==> src/rtl/cdb_arbiter_pkg.sv <==
// Shared types and constants for the common data bus (CDB) arbiter.
//   ROB_WIDTH  : width of a reorder-buffer tag
//   CDB_DATA_W : width of a broadcast result
//   cdb_t      : the registered broadcast (valid, tag, data)
package cdb_arbiter_pkg;

  localparam int ROB_WIDTH  = 4;
  localparam int CDB_DATA_W = 32;

  typedef struct packed {
    logic                  valid;
    logic [ROB_WIDTH-1:0]  tag;
    logic [CDB_DATA_W-1:0] data;
  } cdb_t;

endpackage

==> src/rtl/cdb_arbiter_rr.sv <==
// Combinational round-robin arbiter.
// The request vector is searched starting at i_base and moving upward,
// wrapping from N-1 back to 0. The first set request wins.
// Ports:
//   i_req   [N]          request vector
//   i_base  [$clog2(N)]  index with highest priority this cycle
//   o_grant [N]          one-hot grant (all zero when nothing requests)
//   o_idx   [$clog2(N)]  index of the granted request
//   o_any                at least one request is set
module rr_arbiter #(
  parameter int N = 4
) (
  input  logic [N-1:0]         i_req,
  input  logic [$clog2(N)-1:0] i_base,
  output logic [N-1:0]         o_grant,
  output logic [$clog2(N)-1:0] o_idx,
  output logic                 o_any
);

  localparam int IW = $clog2(N);

  logic [N-1:0]  w_rot;
  logic [IW-1:0] w_off;
  logic          w_found;

  // (a + b) mod N. Both operands are < N, so one subtraction is enough.
  // This also holds when N is not a power of two.
  function automatic logic [IW-1:0] wrap_add(input logic [IW-1:0] a,
                                             input logic [IW-1:0] b);
    logic [IW:0] s;
    s = {1'b0, a} + {1'b0, b};
    if (s >= (IW+1)'(N)) s = s - (IW+1)'(N);
    return s[IW-1:0];
  endfunction

  always_comb begin
    // Rotate so that the base index lands on bit 0.
    w_rot = '0;
    for (int i = 0; i < N; i++) begin
      w_rot[i] = i_req[wrap_add(i_base, IW'(i))];
    end

    // Find the lowest set bit of the rotated vector.
    w_found = 1'b0;
    w_off   = '0;
    for (int i = 0; i < N; i++) begin
      if (!w_found && w_rot[i]) begin
        w_found = 1'b1;
        w_off   = IW'(i);
      end
    end

    // Rotate the winner back to its absolute index.
    o_idx   = wrap_add(i_base, w_off);
    o_any   = w_found;
    o_grant = '0;
    if (w_found) o_grant[o_idx] = 1'b1;
  end

endmodule

==> src/rtl/cdb_arbiter.sv <==
// Arbiter for the common data bus (CDB).
// Execution units offer completed results. Each cycle, at most one unit is
// granted, in round-robin order. The granted result is broadcast from
// registers one cycle later, for the ROB and the reservation stations.
// Ports:
//   clk        core clock
//   reset      asynchronous reset, active-high
//   flush      synchronous pipeline flush; blocks grants and the next broadcast
//   req_valid  [N_UNITS]             unit i offers a result
//   req_ready  [N_UNITS]             grant to unit i (one-hot or zero)
//   req_tag    [N_UNITS][ROB_WIDTH]  ROB tag of each offered result
//   req_data   [N_UNITS][DATA_WIDTH] data of each offered result
//   cdb_valid                        broadcast valid
//   cdb_tag    [ROB_WIDTH]           broadcast ROB tag
//   cdb_data   [DATA_WIDTH]          broadcast data
//   grant_idx  [$clog2(N_UNITS)]     unit that produced the current broadcast
module cdb_arbiter
  import cdb_arbiter_pkg::*;
#(
  parameter int N_UNITS    = 4,
  parameter int DATA_WIDTH = CDB_DATA_W
) (
  input  logic                                 clk,
  input  logic                                 reset,
  input  logic                                 flush,
  input  logic [N_UNITS-1:0]                   req_valid,
  output logic [N_UNITS-1:0]                   req_ready,
  input  logic [N_UNITS-1:0][ROB_WIDTH-1:0]    req_tag,
  input  logic [N_UNITS-1:0][DATA_WIDTH-1:0]   req_data,
  output logic                                 cdb_valid,
  output logic [ROB_WIDTH-1:0]                 cdb_tag,
  output logic [DATA_WIDTH-1:0]                cdb_data,
  output logic [$clog2(N_UNITS)-1:0]           grant_idx
);

  localparam int IW = $clog2(N_UNITS);

  logic [IW-1:0]      r_ptr;
  logic [IW-1:0]      r_gidx;
  cdb_t               r_cdb;

  logic [N_UNITS-1:0] w_grant;
  logic [IW-1:0]      w_idx;
  logic               w_any;
  logic               w_xfer;
  logic [IW-1:0]      w_next_ptr;

  rr_arbiter #(.N(N_UNITS)) u_rr (
    .i_req   (req_valid),
    .i_base  (r_ptr),
    .o_grant (w_grant),
    .o_idx   (w_idx),
    .o_any   (w_any)
  );

  // Ready depends combinationally on valid. It is forced low during reset
  // and during flush, so no transfer can happen in those cycles.
  assign req_ready  = (reset || flush) ? '0 : w_grant;
  assign w_xfer     = w_any && !flush;
  assign w_next_ptr = (w_idx == IW'(N_UNITS-1)) ? '0 : w_idx + 1'b1;

  always_ff @(posedge clk or posedge reset) begin
    if (reset) begin
      r_cdb  <= '0;
      r_gidx <= '0;
      r_ptr  <= '0;
    end else begin
      r_cdb.valid <= w_xfer;
      // Tag, data and index hold when nothing transfers. Consumers ignore
      // them while valid is low.
      if (w_xfer) begin
        r_cdb.tag  <= req_tag[w_idx];
        r_cdb.data <= req_data[w_idx];
        r_gidx     <= w_idx;
        r_ptr      <= w_next_ptr;
      end
    end
  end

  assign cdb_valid = r_cdb.valid;
  assign cdb_tag   = r_cdb.tag;
  assign cdb_data  = r_cdb.data;
  assign grant_idx = r_gidx;

endmodule

==> config.mk <==
export PLATFORM = sky130hd
export DESIGN_NAME = cdb_arbiter
export DESIGN_NICKNAME = d
export VERILOG_FILES = /design/src/rtl/cdb_arbiter_pkg.sv /design/src/rtl/cdb_arbiter_rr.sv /design/src/rtl/cdb_arbiter.sv
export SDC_FILE = /design/constraint.sdc
export NUM_CORES = 1
export LEC_CHECK = 0
export ABC_AREA = 0
export BUFFER_PORTS_ARGS = -buffer_cell sky130_fd_sc_hd__buf_4
export CAP_MARGIN = 20
export CORE_MARGIN = 1
export CORE_UTILIZATION = 39
export DETAILED_ROUTE_END_ITERATION = 16
export GPL_TIMING_DRIVEN = 1
export PLACE_DENSITY = 0.78
export SYNTH_ARGS = -nofsm -noshare
export SYNTH_HDL_FRONTEND = slang
export SYNTH_SLANG_ARGS = --single-unit
export TNS_END_PERCENT = 100
==> constraint.sdc <==
create_clock -name clk -period 3.8 [get_ports clk]
set_clock_uncertainty 0.15 [all_clocks]
set_input_delay 0.57 -clock clk [delete_from_list [all_inputs] [get_ports clk]]
set_output_delay 0.57 -clock clk [all_outputs]
set_load 0.01 [all_outputs]
==> results.sh, run 1 <==
export IMPL_gp_congestion=0.766
export IMPL_cp_depth=11
export IMPL_r2r_end="cdb_data[19]"
export IMPL_die_w_um=91.6
export IMPL_r2r_cells=9
export IMPL_crit_type="reg2out"
export IMPL_ys_top_cells_by_area="dfrtp_1, nor2b_1, a221oi_1"
export IMPL_crit_chain="nor3_1 > a31oi_1 > o211ai_1 > ha_4 > xor2_1 > a21oi_4 > nor2_2 > inv_1 > ha_1 > and3_1 > buf_4"
export IMPL_ys_warn_count=0
export IMPL_io_pins=194
export IMPL_cp_max_fo=12
export IMPL_yosysMostFrequentCell="nor2b_1"
export IMPL_wirelength_mm=9.58
export IMPL_arrival_ps=2780
export IMPL_diodes=0
export IMPL_fmax_mhz=286
export IMPL_crit_path_start_kind="register"
export IMPL_grt_max_degree=80
export IMPL_antenna_found_initial=0
export IMPL_power_density_nw_per_um2=809
export IMPL_crit_path_max_incr_delay_ps=530
export IMPL_r2r_start="r_ptr[0]"
export IMPL_vias_per_cell=5.51
export IMPL_outcome="completed"
export IMPL_synth_edf_count=0
export IMPL_yosysTopAreaCell="dfrtp_1"
export IMPL_required_ps=3080
export IMPL_drive_above_1_share_pct=43.2
export IMPL_r2r_slack_ps=870
export IMPL_cts_tree="built"
export IMPL_syn2layout_area_growth_pct=51.1
export IMPL_clockBufferDepth=2
export IMPL_crit_start="r_ptr[0]"
export IMPL_overflow=0
export IMPL_synth_top_cells_by_count="nor2b_1, nand2_1, dfrtp_1"
export IMPL_rsz0062_at_grt="false"
export IMPL_yosysTopAreaCellShare_pct=32.8
export IMPL_crit_path_end="req_ready[3]"
export IMPL_cpLargestDelayFamily="simple AND/OR/NAND/NOR gates"
export IMPL_leakagePower_nw=2.12
export IMPL_hold_violations=0
export IMPL_drv_slew=0
export IMPL_cts_clk_slew_worst_paths_ps=80
export IMPL_grt_pass1_vias=3269
export IMPL_ant_nets=0
export IMPL_die_h_um=91.6
export IMPL_htreeDepth=2
export IMPL_final_setup_worst_slack_ps=300
export IMPL_drtIter0Drc=128
export IMPL_syn_area_um2=3130
export IMPL_ys_ff_latch=41
export IMPL_final_setup_tns_ps=0
export IMPL_wl_per_cell_um=15.4
export IMPL_cts_root_buf="clkbuf_8"
export IMPL_synthFlopType="dfrtp_1"
export IMPL_syn_area_per_cell_um2=8.99
export IMPL_period_share_pct=92.1
export IMPL_place_hpwl_mm=6.99
export IMPL_async_flop_share_pct=100
export IMPL_cts_buffers_inserted=5
export IMPL_fp_row_count=32
export IMPL_critPathSlowestCell="dfrtp_1"
export IMPL_netlist_instances=348
export IMPL_seq_area_frac_synth_pct=32.8
export IMPL_grt_pass1_wl_mm=15.2
export IMPL_ir_worst_vdd_mv=0.493
export IMPL_fin_crit_ps=3500
export IMPL_dr_pass1_iters=5
export IMPL_start_util_pct=40.5
export IMPL_core_um2=7730
export IMPL_clock_latency_ps=280
export IMPL_crit_buf_inv=2
export IMPL_ys_types=43
export IMPL_tightest_slew_ps=1020
export IMPL_dieArea_um2=8390
export IMPL_grt_use_total_pct=22.4
export IMPL_pre_cts_ws_ps=436
export IMPL_relSlewSlack_pct=31.7
export IMPL_port_buffers=193
export IMPL_drc_errors=0
export IMPL_cap_viol_max_count=0
export IMPL_cts_sinks=41
export IMPL_setup_viol=0
export IMPL_hp_class="in2async"
export IMPL_nets=671
export IMPL_synth_fp_nets=501
export IMPL_num_vias=3424
export IMPL_cp_end_kind="output port"
[report_power, final]
group	internal, W	switching (W)	leakage [nW]
Clock	0.000261	0.000149	0.0681
Combinational	0.00114	0.00147	1.56
Sequential	0.000657	0.000147	0.499
Total	0.00206	0.00176	2.12
[registers in the layout, indices dropped and copies added (netlist names)]
register	count
cdb_data	32
r_ptr	2
cdb_valid	1
cdb_tag	4
grant_idx	2
[worst min path at each step]
stage,endpoint,cells after the start,startpoint,slack [ps]
5_1_grt,cdb_valid,3,reset,350
3_5_place_dp,cdb_data[17],2,cdb_data[17],320
2_1_floorplan,grant_idx[0],2,grant_idx[0],360
3_3_place_gp,grant_idx[0],2,grant_idx[0],310
6_report,grant_idx[1],3,reset,300
4_1_cts,cdb_data[31],3,reset,310
[stage by stage]
step	area [µm²]	instances	power [W]	util, %	hold slack, ps
after floorplan	3130	348	0.00264	-	359
after global placement	4590	613	0.00337	59.3	310
after detailed placement	4590	613	0.00343	59.3	317
after CTS	4720	621	0.00384	61.1	307
after global routing	4730	621	0.00417	61.2	348
final	4730	621	0.00382	61.2	302
[placed cells by master, fill, tap and decap left out, types with 2 or more instances in the layout]
cell	n
nor2_2	2
a2111oi_1	11
dfrtp_1	41
nor3b_1	2
nand2_1	44
o21ai_0	2
a221oi_1	36
clkbuf_8	5
nor3_1	2
nor2_1	5
a2111oi_0	25
inv_1	3
nor2b_1	67
and2b_1	6
buf_4	201
o31ai_1	37
bufinv_16	2
nor4_1	2
[routing by layer]
| layer | track usage [%] | part of all wire, % | up-vias |
|---|---|---|---|
| met5 | 0 | 0 | - |
| met4 | 8.60 | 2.4 | 0 |
| met3 | 4.69 | 7.0 | 20 |
| met2 | 38.8 | 50 | 149 |
| met1 | 27.1 | 41 | 1573 |
| li1 | - | - | 1682 |
[cell type report]
class | instances | area, µm²
clock buffers | 5 | 68.8
repair buffers | 202 | 1530
clock inverters | 3 | 65.1
flip-flops and latches | 41 | 1030
well taps | 102 | 128
multi-input cells | 264 | 1900
inverters | 4 | 15.0
fillers | 692 | 3000
[kinds of logic (layout without fill, tap and decap cells)]
kind of cell | after synthesis | count (layout) | share of synthesized area (%)
and+or+nand+nor | 139 | 139 | 24.8
xor gates and xnor gates | 2 | 2 | 0.560
AOI/OAI and AO/OA | 121 | 121 | 33.3
buffers and inverters | 43 | 214 | 7.76
DFF | 41 | 41 | 32.8
adders and majority gates | 2 | 2 | 0.800
[worst min-delay path, stage by stage]
cell and delay, ps:
buf_4 120, inv_2 50, buf_4 450
[what timing repair did]
item                                    4_1_cts  5_1_grt
hold buffers                                  0        0
gates resized for setup                       0        1
endpoints found under the hold margin         0        0
setup buffers                                 0        0
endpoints found under the setup margin        0        1
Power figures use the tool's default switching activity.
==> inputs of run 2 (changes only) <==
CORE_ASPECT_RATIO = 1.75   (was unset)
==> run 2 against run 1 <==
- cell area hardly changed
- core utilization increased by 0.41 points
- sequential power is 0.9% higher
- critical path depth stayed put
- sequential cell count unchanged
- sequential share of layout area is essentially flat
- combinational power hardly changed
- clock-buffer cell count stayed put
- first-iteration DRC count grew 84%
- largest cell class unchanged
- final cell count decreased by 2.6%
==> results.sh, run 2 (synthesis gave the netlist of run 1 again) <==
export IMPL_outcome="completed"
export IMPL_vias_per_cell=5.77
export IMPL_diodes=0
export IMPL_power_density_nw_per_um2=826
export IMPL_power_total_w=0.00390
export IMPL_period_share_pct=92.0
export IMPL_antenna_found_initial=0
export IMPL_htreeDepth=2
export IMPL_wl_met1_mm=4.02
export IMPL_crit_type="reg2out"
export IMPL_cts_sinks=41
export IMPL_cp_end_kind="output port"
export IMPL_start_util_pct=40.8
export IMPL_overflow=0
export IMPL_layout_commonest_cell="buf_4"
export IMPL_r2r_start="r_ptr[0]"
export IMPL_fin_util_pct=61.6
export IMPL_cts_resized=0
export IMPL_grt_max_degree=78
export IMPL_relSlewSlack_pct=32.3
export IMPL_cp_max_fo=12
export IMPL_arrival_ps=2770
export IMPL_port_buffers=193
export IMPL_gp_congestion=0.910
export IMPL_r2r_cells=9
export IMPL_syn2layout_area_growth_pct=51.0
export IMPL_cts_tree="built"
export IMPL_num_vias=3488
export IMPL_grt_pass1_wl_mm=16.8
export IMPL_wirelength_mm=10.6
export IMPL_required_ps=3080
export IMPL_drv_slew=0
export IMPL_cts_clk_slew_worst_paths_ps=60
export IMPL_fp_row_count=42
export IMPL_hold_violations=0
export IMPL_layout_common_cells="buf_4, nor2b_1, nand2_1, dfrtp_1, o31ai_1"
export IMPL_die_h_um=120
export IMPL_largest_register_ffs=32
export IMPL_cts_hold_buf=0
export IMPL_dieArea_um2=8400
export IMPL_ir_worst_vdd_mv=0.503
export IMPL_drtIter0Drc=235
export IMPL_fin_crit_ps=3490
export IMPL_leakagePower_nw=2.12
export IMPL_crit_path_start_kind="register"
export IMPL_routed_top_layer="met4"
export IMPL_final_setup_tns_ps=0
export IMPL_core_um2=7670
export IMPL_drc_errors=0
export IMPL_cts_buffers_inserted=5
export IMPL_r2r_end="cdb_data[0]"
export IMPL_cts_setup_buffers=0
export IMPL_cts_root_buf="clkbuf_16"
export IMPL_cap_viol_max_count=0
export IMPL_clockBufferDepth=2
export IMPL_dr_wl_met2_mm=5.67
export IMPL_fmax_mhz=286
export IMPL_setup_viol=0
export IMPL_tightest_slew_ps=1010
export IMPL_place_hpwl_mm=7.77
export IMPL_hp_class="in2async"
export IMPL_grt_pass1_vias=3434
export IMPL_r2r_slack_ps=900
export IMPL_die_w_um=69.7
export IMPL_nets=669
export IMPL_io_pins=194
export IMPL_clock_latency_ps=280
export IMPL_grt_use_total_pct=25.1
export IMPL_ant_nets=0
export IMPL_drive_above_1_share_pct=42.7
export IMPL_dr_pass1_iters=6
export IMPL_rsz0062_at_grt="false"
export IMPL_wl_met3_um=555
export IMPL_wl_per_cell_um=17.6
==> run 2: area by class of cell <==
type                            count  area (µm²)
Clock buffer                        5         125
Clock inverter                      3        46.3
Fill cell                         681        2950
Inverter                            4        15.0
Multi-Input combinational cell    264        1890
Sequential cell                    41        1030
Tap cell                           88         110
Timing Repair Buffer              200        1510
==> run 2: critical path, stage by stage, from the launching register on <==
cell and delay (ps):
dfrtp_1 520, nor3_1 270, a31oi_1 60, o211ai_1 270, ha_4 190, xor2_1 320
a21oi_4 50, nor2_2 220, inv_1 90, ha_1 210, and3_1 150, buf_4 140
==> run 2: routing by layer <==
| layer | track usage (%) | up-vias |
|---|---|---|
| met5 | 0 | - |
| met4 | 11.5 | 0 |
| met3 | 3.25 | 29 |
| met2 | 45.4 | 141 |
| met1 | 28.9 | 1637 |
| li1 | - | 1681 |
==> run 2: stage by stage <==
stage	instances	cell area, µm²	hold WS, ps	setup slack [ps]
after floorplan	348	3130	359	711
after global placement	597	4550	313	552
after detailed placement	597	4550	323	403
after CTS	605	4720	138	286
after global routing	605	4720	164	74.8
final	605	4720	131	306
==> run 2: worst max-delay path by stage <==
stage                     slack [ps]          from            to
after floorplan                  710  req_valid[2]  req_ready[3]
after global placement           550  req_valid[2]  req_ready[3]
after detailed placement         400  req_valid[1]  req_ready[3]
after CTS                        290      r_ptr[0]  req_ready[3]
after global routing              70      r_ptr[0]  req_ready[3]
final                            310      r_ptr[0]  req_ready[3]
==> run 2: power breakdown <==
part,leakage (nW),internal [W],switching (W)
logic,1.54,0.00112,0.00148
registers,0.499,0.000659,0.000153
clock network,0.0800,0.000311,0.000176
==> inputs of run 3 (changes only) <==
BUFFER_PORTS_ARGS = unset   (was -buffer_cell sky130_fd_sc_hd__buf_4)
DONT_BUFFER_PORTS = 1   (was unset)
MAX_ROUTING_LAYER = met4   (was unset)
PLACE_DENSITY = 0.57   (was 0.78)
==> run 3 against run 2 <==
- non-clock buffer count fell by 193
- power fell by 12%
- largest cell class unchanged
- sequential share of layout area rose by 9.8 points
- sequential cell count did not move
- clock-buffer cell count rose by 2
- maximum frequency fell by 3.2%
- critical endpoint unchanged
==> results.sh, run 3 (synthesis gave the netlist of run 1 again) <==
export IMPL_ff_latch_area_um2=1030
export IMPL_wl_per_cell_um=21.7
export IMPL_crit_buf_inv=1
export IMPL_leakagePower_nw=1.18
export IMPL_crit_chain="and3b_1 > o21ai_0 > o211ai_1 > ha_4 > xor2_2 > a21oi_4 > nor2_2 > inv_1 > ha_1 > and3_1"
export IMPL_largest_register_ffs=32
export IMPL_overflow=0
export IMPL_nets=477
export IMPL_outcome="completed"
export IMPL_dr_pass1_iters=5
export IMPL_core_um2=7670
export IMPL_setup_viol=0
export IMPL_required_ps=3080
export IMPL_fmax_mhz=277
export IMPL_cts_tree="built"
export IMPL_layout_commonest_cell="nor2b_1"
export IMPL_grt_use_total_pct=21.8
export IMPL_grt_pass1_vias=2688
export IMPL_multi_input_area_um2=1900
export IMPL_relSlewSlack_pct=26.1
export IMPL_power_switching_w=0.00171
export IMPL_place_hpwl_mm=6.14
export IMPL_pwr_share_clk_pct=12.3
export IMPL_cp_max_fo=19
export IMPL_drtIter0Drc=145
export IMPL_vias_per_cell=6.67
export IMPL_cts_root_buf="clkbuf_16"
export IMPL_ir_worst_vdd_mv=0.500
export IMPL_hold_violations=0
export IMPL_final_setup_tns_ps=0
export IMPL_hp_class="in2async"
export IMPL_gp_congestion=0.776
export IMPL_r2r_cells=8
export IMPL_switching_share_pct=50.2
export IMPL_clockBufferDepth=2
export IMPL_cts_buffers_inserted=5
export IMPL_drc_errors=0
export IMPL_critPathSlowestCell="dfrtp_1"
export IMPL_grt_busiest_layer="met2"
export IMPL_power_density_nw_per_um2=1050
export IMPL_die_w_um=69.7
export IMPL_cp_end_kind="output port"
export IMPL_crit_type="reg2out"
export IMPL_start_util_pct=40.8
export IMPL_htreeDepth=2
export IMPL_hold_ws_ps=35.7
export IMPL_dieArea_um2=8400
export IMPL_seqPwrFrac_pct=27.8
export IMPL_tightest_slew_ps=1110
export IMPL_n_fill_cell=787
export IMPL_cp_depth=10
export IMPL_cts_hold_buf=0
export IMPL_p_int_w=0.00170
export IMPL_fp_row_count=42
export IMPL_cap_viol_max_count=0
export IMPL_ant_nets=0
export IMPL_drv_slew=0
export IMPL_fin_crit_ps=3610
export IMPL_crit_path_start_kind="register"
export IMPL_diodes=0
export IMPL_wirelength_mm=8.96
export IMPL_port_buffers=0
export IMPL_io_pins=194
export IMPL_layout_common_cells="nor2b_1, nand2_1, dfrtp_1, o31ai_1, a221oi_1"
export IMPL_crit_path_max_incr_delay_ps=520
export IMPL_clock_latency_ps=280
export IMPL_use_met3_pct=4.17
export IMPL_syn2layout_area_growth_pct=4.04
export IMPL_antenna_found_initial=0
export IMPL_cts_sinks=41
export IMPL_arrival_ps=2890
export IMPL_combPwrFrac_pct=59.9
export IMPL_use_met1_pct=23.8
export IMPL_cts_clk_slew_worst_paths_ps=60
export IMPL_grt_max_degree=82
export IMPL_rsz0062_at_grt="false"
export IMPL_grtUsageMet2_pct=38.9
export IMPL_cpLargestDelayFamily="compound AO/OA/AOI/OAI gates"
export IMPL_period_share_pct=95.0
export IMPL_power_total_w=0.00342
export IMPL_drive_above_1_share_pct=8.64
export IMPL_die_h_um=120
export IMPL_num_vias=2748
export IMPL_grt_pass1_wl_mm=14.0
==> run 3: cell count changes in the layout (fill, tap and decap cells not counted), sizes merged <==
| cell | delta |
|---|---|
| clkinvlp | -1 |
| buf | -193 |
| clkbuf | +2 |
| clkinv | -1 |
| bufinv | -1 |
| a21oi | +1 |
==> run 3: metal layers <==
metal | share of wire, % | vias up | wire (µm)
met1 | 40 | 1301 | 3550
met4 | 1.9 | 0 | 174
met5 | 0 | - | 0
met2 | 53 | 135 | 4730
li1 | - | 1298 | -
met3 | 5.6 | 14 | 502
==> run 3: stage by stage <==
stage / std cells / cell area [µm²] / util, % / worst slack [ps]
after floorplan: 348 / 3130 / - / 711
final: 412 / 3260 / 42.4 / 190
after global placement: 404 / 3100 / 40.4 / 311
after global routing: 412 / 3260 / 42.4 / 49.8
after CTS: 412 / 3260 / 42.4 / 154
after detailed placement: 404 / 3100 / 40.4 / 200
==> run 3: what timing repair did <==
item / CTS / global route
endpoints found under the setup margin: 1 / 0
resized for setup: 1 / 0
buffers inserted: 0 / 0
==> run 3: worst register-to-register path, delay by kind of cell (launching register included) <==
kind	cells	cell delay [ps]
and+or+nand+nor	2	370
AOI/OAI and AO/OA	4	780
adders and majority gates	1	710
DFF	1	520
buffers and inverters	1	350
==> run 3: final timing paths <==
| check | slack, ps | to | startpoint |
|---|---|---|---|
| min in group clk | 400 | cdb_data[29] | req_data[61] |
| hold / removal | 40 | cdb_data[23] | reset |
| max in group asynchronous | 2770 | r_ptr[1] | reset |
| setup reg to reg | 800 | cdb_data[18] | r_ptr[0] |
| hold reg to reg | 400 | cdb_data[11] | cdb_data[11] |
| setup / recovery | 190 | req_ready[3] | r_ptr[0] |
==> run 3: area by class of cell <==
cell class	instances	share of cell area [%]
tap	88	3.38
timing repair buffer	7	2.00
clock buffer	7	4.38
sequential	41	31.5
multi-input combinational	265	58.3
inverter	4	0.461
==> run 3: power by group through the flow <==
stage / Clock [W] / Sequential, W / Combinational [W]
2_1_floorplan: 0 / 0.000864 / 0.00177
3_3_place_gp: 0 / 0.000956 / 0.00199
3_5_place_dp: 0 / 0.000959 / 0.00202
4_1_cts: 0.000439 / 0.000955 / 0.00206
5_1_grt: 0.000454 / 0.000976 / 0.00230
6_report: 0.000422 / 0.000949 / 0.00205
